==> config.mk <==
export PLATFORM = sky130hd
export DESIGN_NAME = pattern_match_cnt
export DESIGN_NICKNAME = d
export VERILOG_FILES = /design/src/rtl/pattern_match_cnt.sv
export SDC_FILE = /design/constraint.sdc
export NUM_CORES = 1
export LEC_CHECK = 0
export ABC_AREA = 1
export CAP_MARGIN = 30
export CORE_MARGIN = 2
export CORE_UTILIZATION = 55
export CTS_BUF_LIST = sky130_fd_sc_hd__clkbuf_16
export DETAILED_ROUTE_END_ITERATION = 6
export DONT_BUFFER_PORTS = 1
export PLACE_DENSITY = 0.73
export SYNTH_ARGS = -nofsm -noshare
export SYNTH_HDL_FRONTEND = slang
export SYNTH_SLANG_ARGS = --single-unit
export TNS_END_PERCENT = 50
==> constraint.sdc <==
create_clock -name clk -period 1.4 [get_ports clk]
set_input_delay 0.35 -clock clk [delete_from_list [all_inputs] [get_ports clk]]
set_output_delay 0.35 -clock clk [all_outputs]
set_load 0.01 [all_outputs]
==> src/rtl/pattern_match_cnt.sv <==
// Windowed 4-tap pattern matcher with fill tracking and saturating count.
// Define PATTERN_MATCH_OVERLAP_EN to count overlapping occurrences (no BLANK).
module pattern_match_cnt #(
    parameter logic [3:0] PATTERN = 4'b1011,
    parameter int         CNT_W   = 8
) (
    input  logic             clk,
    input  logic             n_rst,
    input  logic             en,
    input  logic             clr,
    input  logic [3:0]       tap,
    output logic             win_valid,
    output logic             match,
    output logic [CNT_W-1:0] match_cnt,
    output logic             cnt_sat
);

`ifdef PATTERN_MATCH_OVERLAP_EN
    typedef enum logic {FILL, ARMED} state_t;
`else
    typedef enum logic [1:0] {FILL, ARMED, BLANK} state_t;
    logic [1:0] blank_q, blank_d;
`endif

    state_t           state_q, state_d;
    logic [2:0]       fill_q, fill_d;
    logic             match_q, match_d;
    logic [CNT_W-1:0] cnt_q, cnt_d;
    logic             sat_q, sat_d;
    logic             hit;

    assign hit = (tap == PATTERN);

    always_comb begin
        state_d = state_q;
        fill_d  = fill_q;
        match_d = 1'b0;
        cnt_d   = cnt_q;
`ifndef PATTERN_MATCH_OVERLAP_EN
        blank_d = blank_q;
`endif
        if (en && fill_q != 3'd4) begin
            fill_d = fill_q + 3'd1;
        end
        if (en) begin
            unique case (state_q)
                FILL: begin
                    if (fill_d == 3'd4) state_d = ARMED;
                end
                ARMED: begin
                    if (hit && !clr) begin
                        match_d = 1'b1;
                        if (!sat_q) cnt_d = cnt_q + 1'b1;
`ifndef PATTERN_MATCH_OVERLAP_EN
                        state_d = BLANK;
                        blank_d = 2'd3;
`endif
                    end
                end
`ifndef PATTERN_MATCH_OVERLAP_EN
                BLANK: begin
                    blank_d = blank_q - 2'd1;
                    if (blank_q == 2'd1) state_d = ARMED;
                end
`endif
                default: ;
            endcase
        end
        // Clear wins over any compare made on the same edge.
        if (clr) begin
            cnt_d   = '0;
            match_d = 1'b0;
`ifndef PATTERN_MATCH_OVERLAP_EN
            if (state_q == BLANK) begin
                state_d = ARMED;
                blank_d = 2'd0;
            end
`endif
        end
        sat_d = &cnt_d;
    end

    always_ff @(posedge clk or negedge n_rst) begin
        if (!n_rst) begin
            state_q <= FILL;
            fill_q  <= 3'd0;
            match_q <= 1'b0;
            cnt_q   <= '0;
            sat_q   <= 1'b0;
`ifndef PATTERN_MATCH_OVERLAP_EN
            blank_q <= 2'd0;
`endif
        end else begin
            state_q <= state_d;
            fill_q  <= fill_d;
            match_q <= match_d;
            cnt_q   <= cnt_d;
            sat_q   <= sat_d;
`ifndef PATTERN_MATCH_OVERLAP_EN
            blank_q <= blank_d;
`endif
        end
    end

    assign win_valid = (fill_q == 3'd4);
    assign match     = match_q;
    assign match_cnt = cnt_q;
    assign cnt_sat   = sat_q;

endmodule

# == Yosys cells after proc, flatten, opt, wreduce, memory -nomap -nowiden ==
# Cells that the tools add are included.
# op_classes
add_sub_neg,3
n_eq_ne,7
muxes,22
n_reduce_logical,5
# ops
operator,count
$mux 8,5
$mux 2,10
$add 8x1->8 const B,1
$reduce_and 8->1,1
$eq 3x3->1 const B,2
$pmux 2 s3,1
$eq 2x1->1 const B,2
$eq 4x4->1 const B,1
$mux 1,4
$pmux 2 s2,1
$add 3x1->3 const B,1
$mux 3,1
$ne 3x3->1 const B,1
$eq 2x2->1 const B,1
$logic_and 1x1->1,2
$logic_not 2->1,1
$sub 2x1->2 const B,1
$logic_not 1->1,1
# word_totals
ff_bits,17
in_bits,8
out_inout_bits,11
elab_cells,43

# == Longest topological paths before layout ==
# logic_depth
ltp_word,9
depth_mapped,12
mapped_depth_nobuf,12

# == Worst setup path after synthesis ==
# No wires, ideal clock.
# synth_timing
kind,reg2reg
start,register state_q[1]
end,"register sat_q, in the netlist cnt_sat"
setup_ps,71
arrival_time_ps,1465
required_time_ps,1329
setup_slack_ps,-136
path_stages_with_launch,12
path_cell_list,dfrtp_1 > inv_1 > ha_1 > nand2_1 > nor2_4 > buf_6 > nand3_1 > nand2_1 > nand3_1 > nor2_1 > nand2_1 > nor2_1
# synth_via
elab_chain_len,5
# synth_rtl
element,line_no,text
"start, declared",25,"state_t state_q, state_d;"
"start signal, assigned",94,state_q <= state_d;
$eq 2x1->1,46,unique case (state_q)
$mux 8,46,
$mux 8,45,if (en) begin
$mux 8,70,if (clr) begin
$reduce_and 8->1,80,sat_d = &cnt_d;
via sat_d,29,"logic sat_q, sat_d;"
"end signal, assigned",98,sat_q <= sat_d;
"end, declared",29,
# The timed path passes the listed nets, and every way through them passes these cells.

# == Worst setup path in the final report ==
# Same ends and word-level chain as after synthesis.

==> results.ini <==
[power]
clock_power_share_pct = 25.2
ir_drop_v = 0.00113
power.total_uw = 2280
power_switching_uw = 801
internal_power_uw = 1480
sw_frac_of_total_pct = 35.2
p_seq_share_pct = 28.4
power_frac_comb_pct = 46.5
p_leak_uw = 0.000883
p_per_area_nw_per_um2 = 1360

[routing]
drc = 0
vias_per_cell = 5.41
wl_per_cell_um = 15.8
wl_um = 3530
via_count = 1207
dr.pass1.iters = 4
antenna_left = 0
drtIter0Drc = 39

[sta]
finalCritPeriodShare_pct = 117
hold_viol_final = 0
tightest_slew_ns = 0.824
period_needed_ns = 1.63
setup-tns-final_ns = -1.09
fin_skew_ns = 0.00692
setup_violations = 12
fin_ws_ns = -0.232
fmax_ghz = 0.613
rsz0062_at_grt = true
slew_violations = 0
slew_headroom_pct = 45.1

[synthesis]
synth_seq_area_share_pct = 38.1
ys_warn_count = 0
synthTopCellsByArea = dfrtp_1 38%, nand2_1 13%, inv_1 10%, ha_1 9.0%, nand3_1 8.1%
yosysTopAreaCellShare_pct = 38.1
ys_types = 16
netlist_instances = 157
ys_seq_elements = 17
syn-num-nets = 173
avgSynthCellArea_um2 = 7.11
synth_area_um2 = 1120
synth.largest_area_cell = dfrtp_1

[min_path]
hold_depth = 1
min_from = clr
whs_endpoint = match_cnt[0]$_DFF_PN0_
hp-class = in -> reg

[final_layout]
area_delta_synth_final_pct = 49.9
final_core_util_pct = 86.1
final_area_um2 = 1670
drive_gt1_share_pct = 42.9
fin_nets = 213
layout.area.seq_um2 = 427
fillers = 97
stdcell_count = 223
multi_input_comb_area_um2 = 708
antenna_cells = 0

[placement]
place_area_um2 = 1320
dpl.hpwl_um = 1900
port_buffers = 0
gp_congestion = 0.888
dp_cells = 205

[global_route]
grt_pass1_vias = 1163
grt_max_degree = 18
grt_usage_pct = 28.6
grt_pass1_wl_um = 5330
grt_overflow = 0
antenna_found_initial = 0

[clocking]
cts_root_buf = clkbuf_16
htree_levels = 1
numClockSinks = 17
clk-insertion-delay-late_ns = 0.25
numCtsBuffers = 3
cts.clk_slew.worst_paths_ns = 0.06
cts_buffer_depth = 2
cts_tree = built

[die]
die_area_um2 = 2410
core_area_um2 = 1940
dieWidth_um = 49.0
die_h_um = 49.0
boundaryPins = 19
rows = 16
start_util_pct = 57.5

[run_status]
status = complete, but fails checks
violations = negative setup slack

[critical_path]
r2r-start = state_q[1]$_DFF_PN0_
cp-end-kind = flop
critPathRequiredTime_ns = 1.55
crit_fanout = 4
r2r_cells = 13
rr_endpoint = cnt_sat$_DFF_PN0_
crit_start = state_q[1]$_DFF_PN0_
r2r_setup_slack_ns = -0.23
worstSetupPathType = reg -> reg
crit_arrival_ns = 1.78
startpoint_type = flop

[flow_run]
drv_cap = 0

[logic make-up after synthesis]
kind of cell / share of synthesized area [%]
DFF: 38.1
buffers and inverters: 12.8
and+or+nand+nor: 36.3
AOI/OAI and AO/OA: 3.81
adders and majority gates: 8.97
[stage by stage]
step	setup slack [ns]	hold slack, ns
6_report	-0.232	0.150
3_5_place_dp	-0.203	0.0548
3_3_place_gp	-0.139	0.0548
5_1_grt	-0.304	0.152
4_1_cts	-0.132	0.157
2_1_floorplan	-0.0455	0.0544
[final cells by class]
class | count | share of cell area [%]
clock inverter | 1 | 0.224
multi-input combinational | 106 | 42.3
sequential | 17 | 25.5
inverter | 32 | 7.33
tap | 27 | 2.02
timing repair buffer | 37 | 18.1
clock buffer | 3 | 4.49
[state kept, by name (all words and copies together) (netlist names)]
signal / count
match_cnt: 8
fill_q: 3
blank_q: 2
state_q: 2
cnt_sat: 1
match: 1
[worst max-delay path, cell delays in order, from the launching register on]
cell and delay (ns):
dfrtp_1 0.39, inv_2 0.08, ha_4 0.14, nand2_4 0.05
nor2_4 0.16, buf_4 0.13, buf_4 0.10, nand3_1 0.07
nand2_1 0.12, nand2_1 0.06, nand2_1 0.06, nor2_1 0.04
nand2_1 0.07, nor2_1 0.04
[placed cells by master (no fill, tap or decap), types with 4 or more instances in the layout]
master / n
buf_4: 33
nand2_1: 29
inv_1: 24
dfrtp_1: 16
nor2_1: 14
nand3_1: 13
nand2_2: 9
inv_2: 8
nand4_1: 6
nand3_2: 5
nor2_2: 4
a21oi_2: 4
ha_4: 4
[power by group through the flow]
stage | logic (uW) | registers [uW] | clock network, uW
floorplan | 399 | 632 | 0
global placement | 535 | 630 | 0
detailed placement | 570 | 636 | 0
CTS | 835 | 639 | 566
global route | 1140 | 655 | 594
finish | 1060 | 646 | 573
[cells in the mapped netlist, drive strengths merged]
cell type  instances
nand4              6
nand3             18
a21oi              6
nand2             40
dfrtp             17
nand3b             3
inv               32
a22oi              1
ha                 8
nor2              21
buf                2
o21ai              1
or2                1
nor3               1
[how the worst max path moves through the flow]
stage | endpoint | slack, ns | depth (start not counted)
after floorplan | cnt_sat$_DFF_PN0_ | -0.05 | 11
after global placement | cnt_sat$_DFF_PN0_ | -0.14 | 10
after detailed placement | cnt_sat$_DFF_PN0_ | -0.20 | 10
after CTS | cnt_sat$_DFF_PN0_ | -0.13 | 11
after global routing | cnt_sat$_DFF_PN0_ | -0.30 | 13
final | cnt_sat$_DFF_PN0_ | -0.23 | 13
[repair_timing]
action / CTS / global route
hold endpoints to repair: 17 / 0
setup endpoints to repair: 12 / 24
hold buffers: 1 / 0
gates resized for setup: 20 / 25
pin swaps: 14 / 16
buffers inserted: 7 / 6
[metal layers]
metal | global-route usage, % | up-vias | routed length [um]
li1 | - | 569 | -
met1 | 37.8 | 573 | 1460
met2 | 48.4 | 52 | 1750
met3 | 4.60 | 13 | 216
met4 | 8.10 | 0 | 99
met5 | 0 | - | 0
Note: power is estimated with default switching activity, not from simulation.
==> edit 1 (config.mk and constraints unchanged) <==
`CNT_W`: 8 -> 6.
--- a/src/rtl/pattern_match_cnt.sv
+++ b/src/rtl/pattern_match_cnt.sv
@@ -3,5 +3,5 @@
 module pattern_match_cnt #(
     parameter logic [3:0] PATTERN = 4'b1011,
-    parameter int         CNT_W   = 8
+    parameter int         CNT_W   = 6
 ) (
     input  logic             clk,
Ports: changed (resized match_cnt); port bits go from 19 to 17. The function was not compared with the original's and may differ.
==> edit 1 against the unedited design <==
The flow still finishes with violations (setup timing); power fell by 6.8%; worst setup slack improved by 0.11 ns; worst hold slack improved by 0.015 ns; non-clock buffer count fell by 10; combinational power fell by 8%; cell count fell by 16%; largest power group unchanged; wire length fell by 24%; final area fell by 13%; synthesized cell count fell by 16%; highest routed layer unchanged; area after synthesis fell by 9.8%; critical endpoint is now win_valid; sequential cell count fell by 2; clock skew fell by 0.0052 ns; utilization fell by 2.0 points.
==> edit 1: results (changes against the unedited design) <==
Drt
  – First-pass iteration count of the detailed router: 4 (unchanged)
  – DR vias: 987 (-18%)
  – WL final: 2.67 mm (-24%)
  – Drt first-iter violations: 30 (-23%)

Synthesis
  – Top post-synthesis cells by count: inv_1, nand2_1, dfrtp_1
  – Syn Nets: 148 (-14%)
  – Number of distinct library cells after synthesis: 22 (+6)
  – Sequential share of the synthesized area: 37.3% (-0.85 points)
  – Ranking of synthesized cells by area: dfrtp_1, inv_1, nand2_1

Timing
  – Setup Skew: 0.00168 ns (-0.00523 ns)
  – Slew HR: 52.1% (+7.0 points)
  – Hold_ws: 0.164 ns (+0.0147 ns)
  – Setup WS post-layout: -0.120 ns (+0.113 ns)
  – Setup_tns: -0.451 ns (+0.634 ns)
  – Setup violations, final: 5 (-7)

Outcome
  – Status: complete, but fails checks
  – Failing checks: setup timing

Global routing
  – Vias in the first global route: 962 (-17%)
  – GRT Overall Usage: 25.7% (-2.9 points)
  – Initial antenna violation count: 0 (unchanged)
  – First-pass GRT wire length: 3.93 mm (-26%)
  – Largest net degree at the start of global routing: 16 (-2)

Final layout
  – Fill cells: 109 (+12%)
  – Layout cells sized above 1: 42.3% (-0.53 points)
  – Max reg flops: 6 (-2)
  – Final net count: 180 (-15%)

Power
  – Switch Pwr: 0.740 mW (-7.6%)
  – Lkg Pwr: 0.772 nW (-13%)
  – Max IR drop VDD: 0.00114 V (+0.57%)

Setup path
  – CP Max Fanout: 3 (-1)
  – R2R setup slack: -0.12 ns (+0.11 ns)
  – Crit-path slowest cell: dfrtp_1
  – CP top delay family: flip-flops

Placed design
  – Final GP Congestion: 0.829 (-6.7%)
  – Placement Cell Area: 1200 um2 (-8.5%)
  – DPL Wire Length: 1.64 mm (-14%)

CTS
  – CTS clk-pin slew, worst paths: roughly 0.050 ns
## edit 1: cell types whose count changed in the layout (fill, tap and decap cells not counted), sizes merged, moves of 2 or more
cell / change
buf: -10
nand3b: -3
nand3: -5
nor2: -7
clkinv: +2
o21ai: +2
or2: +2
nand2: -13
dfrtp: -2
inv: -2
## edit 1: metrics by stage
step / cells / worst slack (ns)
final: 188 / -0.120
after global routing: 188 / -0.241
after global placement: 177 / -0.0755
after CTS: 185 / -0.0993
after floorplan: 132 / -0.0112
after detailed placement: 177 / -0.101
## edit 1: power groups by stage
stage	logic (mW)	registers, mW	clock network, mW
after global routing	1.06	0.599	0.577
final	0.974	0.590	0.558
after floorplan	0.350	0.576	0
after global placement	0.591	0.573	0
after detailed placement	0.622	0.580	0
after CTS	0.775	0.579	0.563
## edit 1: cell type report
type / count / area, um2 / share of cell area, %
flip-flops and latches: 15 / 377 / 25.9
clock buffers: 3 / 75.1 / 5.17
clock inverters: 1 / 5.00 / 0.345
inverters: 32 / 128 / 8.79
repair buffers: 27 / 213 / 14.6
well taps: 25 / 31.3 / 2.15
multi-input cells: 85 / 624 / 43.0
## edit 1: cell families (layout without fill, tap and decap cells)
kind of cell,after synthesis,in the layout,share of synthesized area [%]
AND/OR/NAND/NOR,64,64,33.0
buffers and inverters,32,63,12.0
flip-flops,15,15,37.3
AO/OA/AOI/OAI,12,12,6.83
adder cells (fa/ha/maj),8,8,9.94
XOR/XNOR,1,1,0.870
## edit 1: routing by layer
layer / vias up / GRT usage (%) / wire length [um]
met2: 41 / 44.7 / 1390
met5: - / 0 / 0
met1: 468 / 31.5 / 1090
li1: 472 / - / -
met3: 6 / 5.38 / 141
met4: 0 / 8.89 / 44
## edit 1: path summary, 6_finish.rpt
kind,depth (start not counted),end,startpoint
max,6,win_valid,fill_q[0]
min,1,match_cnt[2],clr
max reg2reg,12,state_q[0],fill_q[1]
min reg2reg,2,blank_q[1],blank_q[1]
max in group asynchronous,1,state_q[0],n_rst
min in group asynchronous,1,blank_q[0],n_rst
## edit 1: worst register-to-register path, cell delays in order (launching register included)
cell,delay (ns)
dfrtp_1,0.35
inv_2,0.06
ha_4,0.16
nand2_4,0.07
buf_6,0.11
nand4_1,0.13
nand2_2,0.13
nand3_2,0.10
nand2_1,0.08
nand2_1,0.05
o21ai_0,0.07
nand2_1,0.08
nand2_1,0.07
## edit 1: timing repair
item / CTS / global route
pin swaps: 5 / 5
hold buffers: 1 / 0
buffers inserted: 3 / 3
resized for setup: 18 / 14
setup endpoints to repair: 6 / 9
endpoints found under the hold margin: 15 / 0
==> edit 2 (config.mk and constraints unchanged) <==
Made on the original files. Make the reset (`n_rst`) synchronous in one clocked block.
--- a/src/rtl/pattern_match_cnt.sv
+++ b/src/rtl/pattern_match_cnt.sv
@@ -81,5 +81,5 @@
     end
 
-    always_ff @(posedge clk or negedge n_rst) begin
+    always_ff @(posedge clk) begin
         if (!n_rst) begin
             state_q <= FILL;
Formal check against the unedited RTL: differs if n_rst is asserted again (counterexample within 10 cycles, from zero or initial values and one cycle with n_rst low); with n_rst held inactive, the same outputs for 10 cycles.
==> edit 2 against the unedited design <==
The flow still finishes with violations (setup timing); final area shrank 8.8%; first-iteration DRC count grew 85%; worst setup slack gained 0.0040 ns; area after synthesis shrank 5.7%; wire length grew 5.1%; sequential cell count is the same.
Power is not compared: it rests on default switching activity, and its combinational part moved more than twofold at a synthesized area within 25%.
==> edit 2: results (changes against the unedited design) <==
Outcome
  – Status: complete, but fails checks
  – Failing checks: setup timing

Global routing
  – First-pass GRT wire length: 4.37 mm (-18%)
  – Initial antenna violation count: 0 (unchanged)
  – Vias in the first global route: 1010 (-13%)
  – Largest net degree at the start of global routing: 12 (-6)
  – GRT Overall Usage: 28.0% (-0.62 points)
  – GR Layer Usage met1: 36.5% (-1.4 points)
  – Met2 Use GR: 45.3% (-3.1 points)
  – Met3 Track Usage GR: 6.04% (+1.4 points)

Timing
  – Setup violations, final: 7 (-5)
  – Setup_tns: -0.613 ns (+0.472 ns)
  – Hold_ws: 0.255 ns (+0.105 ns)
  – Setup Skew: 0.00203 ns (-0.00489 ns)
  – Setup WS post-layout: -0.228 ns (+0.00404 ns)
  – Worst-Margin Slew: 0.334 ns (-0.490 ns)

Final layout
  – Max reg flops: 8 (unchanged)
  – Layout cells sized above 1: 38.6% (-4.2 points)
  – Final net count: 206 (-3.3%)

Drt
  – WL/cell: 17.3 um (+9.5%)
  – WL final: 3.71 mm (+5.1%)
  – DR top layer: met4
  – First-pass iteration count of the detailed router: 5 (+1)
  – Drt first-iter violations: 72 (+85%)
  – Via density: 5.92 (+9.4%)
  – DR WL met2: 1.77 mm (+1.1%)
  – Met3 WL: 389 um (+80%)
  – Met1 Wirelength: 1.40 mm (-3.8%)

Synthesis
  – FFs w/ async S/R, synth: 0% (-100 points)
  – Top post-synthesis cells by count: nand2_1, inv_1, nor2_1
  – Syn Nets: 172 (-0.58%)
  – Number of distinct library cells after synthesis: 23 (+7)
  – Ranking of synthesized cells by area: dfxtp_1, nand2_1, inv_1
  – Cell count after synthesis: 156 (-0.64%)
  – Sequential share of the synthesized area: 32.3% (-5.8 points)

Placed design
  – Placed Cells: 203 (-0.98%)
  – DP Worst Slack: -0.117 ns (+0.0857 ns)
  – Placement Cell Area: 1280 um2 (-2.5%)
  – Final GP Congestion: 0.903 (+1.7%)

Power
  – Combinational power: between 0.15 and 0.2 mW
  – Sequential fraction of design power: 39.7%
  – Max IR drop VDD: ~0.00080 V
  – Lkg Pwr: ~0.66 nW

Worst hold path
  – Worst hold-check path type: in2reg

Setup path
  – Crit-path slowest cell: dfxtp_2
  – Max stage delay on crit path: 0.33 ns (-0.06 ns)
  – CP Max Fanout: 5 (+1)

CTS
  – CTS clk-pin slew, worst paths: 0.06 ns (about the same)
  – Post-CTS setup buffers: 1 (-6)
  – Post-CTS sizing: 17 (-15%)
## edit 2: cells by family (layout without fill, tap and decap cells)
logic type | after synthesis | in the layout | share of synthesized area [%]
DFF | 17 | 17 | 32.3
and+or+nand+nor | 78 | 79 | 34.4
adders and majority gates | 8 | 8 | 9.51
buffers and inverters | 32 | 64 | 12.0
xor gates and xnor gates | 1 | 1 | 0.832
AOI/OAI and AO/OA | 20 | 20 | 10.9
## edit 2: final cells by class
| class | count | area, um2 |
|---|---|---|
| fill | 100 | 239 |
| sequential | 17 | 348 |
| clock inverter | 1 | 5.00 |
| multi-input combinational | 108 | 723 |
| clock buffer | 3 | 75.1 |
| tap | 25 | 31.3 |
| timing repair buffer | 30 | 225 |
| inverter | 30 | 118 |
## edit 2: worst paths after layout
path / startpoint / to / depth (start not counted)
min reg2reg: blank_q[0] / blank_q[0] / 2
min: en / blank_q[0] / 2
max: state_q[1] / match_cnt[6] / 10
max reg2reg: state_q[1] / match_cnt[6] / 10
